## src/rtl/br_issue_stage_if.sv

```systemverilog
// Valid/ready entry handshake between pipeline units.
// master drives valid/entry, slave answers with ready.
interface br_issue_stage_if #(
  parameter int W = 128
);
  logic         valid;
  logic         ready;
  logic [W-1:0] entry;

  modport master (
    output valid,
    output entry,
    input  ready
  );

  modport slave (
    input  valid,
    input  entry,
    output ready
  );
endinterface

```

## src/rtl/br_issue_stage.sv

```systemverilog
// Branch issue register: holds one RS-head uop until the FU takes it.
// Ports: clk, rst (sync, active-high), stall_i, flush_i, kill_enable_i,
//   update_killmask_i, fubr_spectag_i; req (slave: valid=RS head,
//   ready=issue confirmation), fu (master: valid/entry to FU, ready=accept).
// Optional macro BR_ISSUE_PERF_EN adds perf_issued_o, perf_killed_o,
//   perf_bp_cycles_o counters.
module br_issue_stage #(
  parameter int ENTRY_W     = 128,
  parameter int SPEC_STATES = 4,
  parameter int KM_LSB      = 8
`ifdef BR_ISSUE_PERF_EN
  ,
  parameter int CNT_W       = 32
`endif
) (
  input  logic                   clk,
  input  logic                   rst,
  input  logic                   stall_i,
  input  logic                   flush_i,
  input  logic                   kill_enable_i,
  input  logic                   update_killmask_i,
  input  logic [SPEC_STATES-1:0] fubr_spectag_i,
  br_issue_stage_if.slave        req,
  br_issue_stage_if.master       fu
`ifdef BR_ISSUE_PERF_EN
  ,
  output logic [CNT_W-1:0]       perf_issued_o,
  output logic [CNT_W-1:0]       perf_killed_o,
  output logic [CNT_W-1:0]       perf_bp_cycles_o
`endif
);

  localparam int KM_MSB = KM_LSB + SPEC_STATES - 1;

  logic               full_q, full_d;
  logic [ENTRY_W-1:0] hold_q, hold_d;

  logic [SPEC_STATES-1:0] hold_km;
  logic [SPEC_STATES-1:0] req_km;
  logic                   hold_kill;
  logic                   req_kill;
  logic                   fu_fire;

  assign hold_km = hold_q[KM_MSB:KM_LSB];
  assign req_km  = req.entry[KM_MSB:KM_LSB];

  assign hold_kill = full_q & kill_enable_i
                   & (|(hold_km & fubr_spectag_i));
  assign req_kill  = kill_enable_i
                   & (|(req_km & fubr_spectag_i));

  assign fu.valid = full_q & ~hold_kill
                  & ~stall_i & ~flush_i;
  assign fu.entry = hold_q;
  assign fu_fire  = fu.valid & fu.ready;

  // A slot frees up this cycle if empty, draining, or being killed.
  assign req.ready = req.valid & ~req_kill
                   & ~stall_i & ~flush_i
                   & (~full_q | fu_fire | hold_kill);

  always_comb begin
    full_d = full_q;
    hold_d = hold_q;
    if (flush_i) begin
      full_d = 1'b0;
      hold_d = '0;
    end else if (req.ready) begin
      full_d = 1'b1;
      hold_d = req.entry;
      if (update_killmask_i)
        hold_d[KM_MSB:KM_LSB] = req_km & ~fubr_spectag_i;
    end else if (fu_fire | hold_kill) begin
      full_d = 1'b0;
    end else if (full_q & update_killmask_i) begin
      hold_d[KM_MSB:KM_LSB] = hold_km & ~fubr_spectag_i;
    end
  end

  always_ff @(posedge clk) begin
    if (rst) begin
      full_q <= 1'b0;
      hold_q <= '0;
    end else begin
      full_q <= full_d;
      hold_q <= hold_d;
    end
  end

`ifdef BR_ISSUE_PERF_EN
  logic req_drop;
  logic bp_cyc;

  assign req_drop = req.valid & req_kill & ~stall_i;
  assign bp_cyc   = full_q & ~fu.ready
                  & ~hold_kill & ~stall_i;

  always_ff @(posedge clk) begin
    if (rst) begin
      perf_issued_o    <= '0;
      perf_killed_o    <= '0;
      perf_bp_cycles_o <= '0;
    end else begin
      perf_issued_o    <= perf_issued_o
                        + CNT_W'(fu_fire);
      perf_killed_o    <= perf_killed_o
                        + CNT_W'(hold_kill)
                        + CNT_W'(req_drop);
      perf_bp_cycles_o <= perf_bp_cycles_o
                        + CNT_W'(bp_cyc);
    end
  end
`endif

endmodule

```

## src/flat_wrapper.sv

```systemverilog
// flat-port wrapper written by rule: the top's interface ports become plain ports
module br_issue_stage_flat 
#(
  parameter int ENTRY_W     = 128,
  parameter int SPEC_STATES = 4,
  parameter int KM_LSB      = 8

)
  (clk, rst, stall_i, flush_i, kill_enable_i, update_killmask_i, fubr_spectag_i, req_valid, req_entry, req_ready, fu_valid, fu_entry, fu_ready);
  br_issue_stage_if #(.W((128))) req_i ();
  br_issue_stage_if #(.W((128))) fu_i ();
  input  logic clk;
  input  logic rst;
  input  logic stall_i;
  input  logic flush_i;
  input  logic kill_enable_i;
  input  logic update_killmask_i;
  input  logic [SPEC_STATES-1:0] fubr_spectag_i;
  input wire logic [$bits(req_i.valid)-1:0] req_valid;
  input wire logic [$bits(req_i.entry)-1:0] req_entry;
  output wire logic [$bits(req_i.ready)-1:0] req_ready;
  output wire logic [$bits(fu_i.valid)-1:0] fu_valid;
  output wire logic [$bits(fu_i.entry)-1:0] fu_entry;
  input wire logic [$bits(fu_i.ready)-1:0] fu_ready;
  assign req_i.valid = req_valid;
  assign req_i.entry = req_entry;
  assign req_ready = req_i.ready;
  assign fu_valid = fu_i.valid;
  assign fu_entry = fu_i.entry;
  assign fu_i.ready = fu_ready;
  br_issue_stage #(.ENTRY_W(ENTRY_W), .SPEC_STATES(SPEC_STATES), .KM_LSB(KM_LSB)) u_core (.clk(clk), .rst(rst), .stall_i(stall_i), .flush_i(flush_i), .kill_enable_i(kill_enable_i), .update_killmask_i(update_killmask_i), .fubr_spectag_i(fubr_spectag_i), .req(req_i), .fu(fu_i));
endmodule
```

## config.mk

```make
export PLATFORM = sky130hd
export DESIGN_NAME = br_issue_stage_flat
export DESIGN_NICKNAME = d
export VERILOG_FILES = /design/src/rtl/br_issue_stage_if.sv /design/src/rtl/br_issue_stage.sv /design/src/flat_wrapper.sv
export SDC_FILE = /design/constraint.sdc
export NUM_CORES = 1
export LEC_CHECK = 0
export BUFFER_PORTS_ARGS = -buffer_cell sky130_fd_sc_hd__buf_2
export CAP_MARGIN = 20
export CORE_MARGIN = 3
export CORE_UTILIZATION = 44
export DETAILED_ROUTE_END_ITERATION = 12
export PLACE_DENSITY = 0.8
export SLEW_MARGIN = 5
export SYNTH_ARGS = -nofsm -noshare
export SYNTH_HDL_FRONTEND = slang
export SYNTH_SLANG_ARGS = --single-unit
```

## constraint.sdc

```tcl
create_clock -name clk -period 1.7 [get_ports clk]
set_input_delay 0.085 -clock clk [delete_from_list [all_inputs] [get_ports clk]]
set_output_delay 0.085 -clock clk [all_outputs]
set_load 0.02 [all_outputs]
```

==> results.txt <==
Async set-or-reset flop fraction in the synthesized netlist: 0%
Synthesized Nets: 583
All-layer global routing usage: 28.5%
Leak: 4.63 nW
Final Critical Period: 1.80 ns
Core area: 10400 sq um
Status: finished, violations left
Synth cell types: 21
FF-to-FF setup slack: -0.1 ns
Cell internal pwr: 5.83 mW
RD Place Congestion: 0.795
Antenna viol nets, final: 0
Crit-path slowest cell: dfxtp_2
Switching share of power: 23.2%
Mapped Avg Cell Area: 10.8 sq um
Worst-Skew Late Latency: 0.52 ns
Peak Freq: 0.556 GHz
Synth Warn #: 0
Clk sink count: 129
Initial antenna violation count: 0
Layout fillers: 524
Logic pwr share: 11.4%
Worst path cell trace: a22oi_2, a21boi_2, o211ai_4, buf_12, buf_8, buf_12, mux2i_2, nor2_1
P per Cell Area: 893 nW/um^2
Hold Crit Depth: 4
Setup CP Type: flip-flop to flip-flop
Register-to-Register Path Depth: 8
Worst hold path type: input port to flip-flop
Nets: 1007
Vias in the first global route: 5443
Die area: 12100 sq um
Synth Flop Type: dfxtp_1
R2R Path Start: u_core.fu.entry[8]$_SDFFE_PP0P_
Initial core utilization: 45.7%
Yosys reg bits: 129
CP Launch Type: flip-flop
Die span in y: 110 um
Via density: 5.06
Clock buffer depth: 2
CTS Root Cell: clkbuf_8
Final hold vios: 0
Worst Path Required: 2.10 ns
Worst rel slew slack: 66.8%
Arrival time worst endpoint: 2.20 ns
DP Wirelength: 9.53 mm
Clk_skew: 0.0114 ns
CP endpoint kind: flip-flop
Worst path bufs/invs: 3
Die width: 110 um
Sw Pwr: 1.76 mW
DRT Pass-1 Iters: 4
Avg WL per Cell: 18.2 um
MaxCap Viol Count: 0
Slew Limit Fails: 0
TritonCTS clock tree: built
WL final: 18.5 mm
# IOs: 270
Mapped Area: 4760 sq um
# rows: 37
Residual DRC: 0
Largest stage delay, worst path: 0.33 ns
P&R area growth vs syn: 78.3%
Final setup margin: -0.0994 ns
Crit share post-route: 106%
Dpl cells: 845
Max H-tree Level: 4
Syn Inst Count: 443
Port bufs: 269
Grt ovf: 0
Clock transition at path regs: 0.06 ns
VDD IR-drop max: 506 uV
Slew @ Worst Pin: 0.496 ns
Most frequent cell on the critical path: buf_12
Top delay family on crit path: compound AO/OA/AOI/OAI gates
Share of power burned in the clock network: 47.9%
HP Start: fubr_spectag_i[0]
Number of enable flip-flop cells after synthesis: 0
Routed vias: 5146
Largest net degree at the start of global routing: 67
Worst reg2reg path endpoint: u_core.fu.entry[72]$_SDFFE_PP0P_
Part of the Yosys area used for sequential elements: 54.2%
Sequential share of power: 40.6%
DRT iter0 DRCs: 331
RSZ-0062 raised after global routing: yes
Layout Cells excl Fill: 1016
Setup Viol. Count Final: 39
First-pass GRT wire length: 26.2 mm
Post-Route Utilization: 81.5%
Layout cell share with drive strength beyond 1: 40.7%
Failing checks: negative setup slack
CP max FO: 16
Cts bufs inserted: 17
Min-Delay Endpoint: u_core.fu.entry[8]$_SDFFE_PP0P_
==> how the worst max path moves through the flow <==
stage,slack (ns),start,cells after the start,end
2_1_floorplan,0.07,u_core.fu.entry[10]$_SDFFE_PP0P_,7,u_core.fu.entry[0]$_SDFFE_PP0P_
3_3_place_gp,0.07,u_core.fu.entry[10]$_SDFFE_PP0P_,7,u_core.fu.entry[44]$_SDFFE_PP0P_
3_5_place_dp,-0.03,u_core.fu.entry[8]$_SDFFE_PP0P_,7,u_core.fu.entry[72]$_SDFFE_PP0P_
4_1_cts,-0.11,u_core.fu.entry[8]$_SDFFE_PP0P_,7,req_ready
5_1_grt,-0.20,u_core.fu.entry[8]$_SDFFE_PP0P_,8,u_core.fu.entry[125]$_SDFFE_PP0P_
6_report,-0.1,u_core.fu.entry[8]$_SDFFE_PP0P_,8,u_core.fu.entry[72]$_SDFFE_PP0P_
==> synth_stat cells, types with 2 or more instances <==
| library cell | instances | area [sq um] |
|---|---|---|
| dfxtp_1 | 129 | 2580 |
| nor2_1 | 129 | 484 |
| mux2i_1 | 124 | 1240 |
| clkbuf_1 | 14 | 52.6 |
| buf_8 | 11 | 165 |
| nand2_1 | 9 | 33.8 |
| a21oi_1 | 4 | 20.0 |
| nand3_1 | 4 | 20.0 |
| o22ai_1 | 4 | 25.0 |
| a22o_1 | 2 | 17.5 |
| a22oi_1 | 2 | 15.0 |
| buf_6 | 2 | 22.5 |
==> flip-flops by register name (all words and copies together) (netlist names) <==
signal / count
u_core.full_q: 1
u_core.fu.entry: 128
==> metrics by stage <==
step / area (sq um) / hold slack (ns) / setup TNS [ns] / worst slack (ns) / total power [mW]
after floorplan: 4760 / 0.229 / 0 / 0.0710 / 3.43
after global placement: 6360 / 0.313 / 0 / 0.0703 / 3.67
after detailed placement: 6360 / 0.321 / -0.0813 / -0.0307 / 3.69
after CTS: 8380 / 0.00930 / -0.433 / -0.107 / 7.54
after global routing: 8490 / 0.0721 / -7.97 / -0.195 / 7.80
final: 8490 / 0.0589 / -1.40 / -0.0994 / 7.58
==> power by group through the flow <==
stage	combinational (mW)	sequential, mW	clock [mW]
floorplan	0.246	3.18	0
global placement	0.534	3.14	0
detailed placement	0.548	3.14	0
CTS	0.802	3.08	3.66
global route	0.915	3.08	3.80
finish	0.868	3.08	3.63
==> per-layer routing <==
| layer | vias up | wire length, um | global-route usage [%] |
|---|---|---|---|
| li1 | 2343 | - | - |
| met3 | 85 | 1590 | 10.1 |
| met1 | 2413 | 6430 | 27.0 |
| met2 | 305 | 9560 | 51.9 |
| met4 | 0 | 959 | 17.7 |
| met5 | - | 0 | 0 |
==> logic make-up (layout without fill, tap and decap cells) <==
| group | after synthesis | after routing | synth area share (%) |
|---|---|---|---|
| AND/OR/NAND/NOR | 144 | 144 | 11.6 |
| AO/OA/AOI/OAI | 17 | 17 | 2.89 |
| flip-flops | 129 | 129 | 54.2 |
| other | 0 | 1 | 0 |
| multiplexers | 124 | 124 | 26.1 |
| buffers and inverters | 29 | 465 | 5.28 |
==> cell usage in the layout (no fill, tap or decap), types with 3 or more instances in the layout <==
cell,count
a21oi_1,4
nor2_1,128
mux2i_4,3
nand3_1,4
dlygate4sd3_1,134
mux2i_2,14
clkbuf_16,16
o22ai_1,4
buf_2,267
dfxtp_1,127
nand2_1,9
mux2i_1,107
clkinv_4,3
bufinv_16,3
clkinv_2,3
buf_6,3
clkinvlp_4,3
buf_12,11
buf_4,16
==> repair_timing <==
item | 4_1_cts | 5_1_grt
cloned | 1 | 0
setup buffers | 4 | 1
endpoints found under the setup margin | 14 | 115
hold buffers | 134 | 0
endpoints found under the hold margin | 128 | 0
pin swaps | 3 | 2
gates resized for setup | 8 | 27
==> worst register-to-register path: cells and delay by family (launching register included) <==
family | cells | cell delay, ns
DFF | 1 | 0.33
buffers and inverters | 3 | 0.50
AOI/OAI and AO/OA | 3 | 0.50
and+or+nand+nor | 1 | 0.07
muxes | 1 | 0.28
==> area by class of cell <==
cell class | instances | area, sq um | share of cell area, %
diodes | 1 | 2.50 | 0.0295
clock buffers | 18 | 428 | 5.04
clock inverters | 13 | 163 | 1.92
inverters | 1 | 6.26 | 0.0737
multi-input cells | 285 | 2040 | 24.0
flip-flops and latches | 129 | 2580 | 30.4
well taps | 136 | 170 | 2.00
repair buffers | 433 | 3100 | 36.5
(Power assumes the default switching activity.)
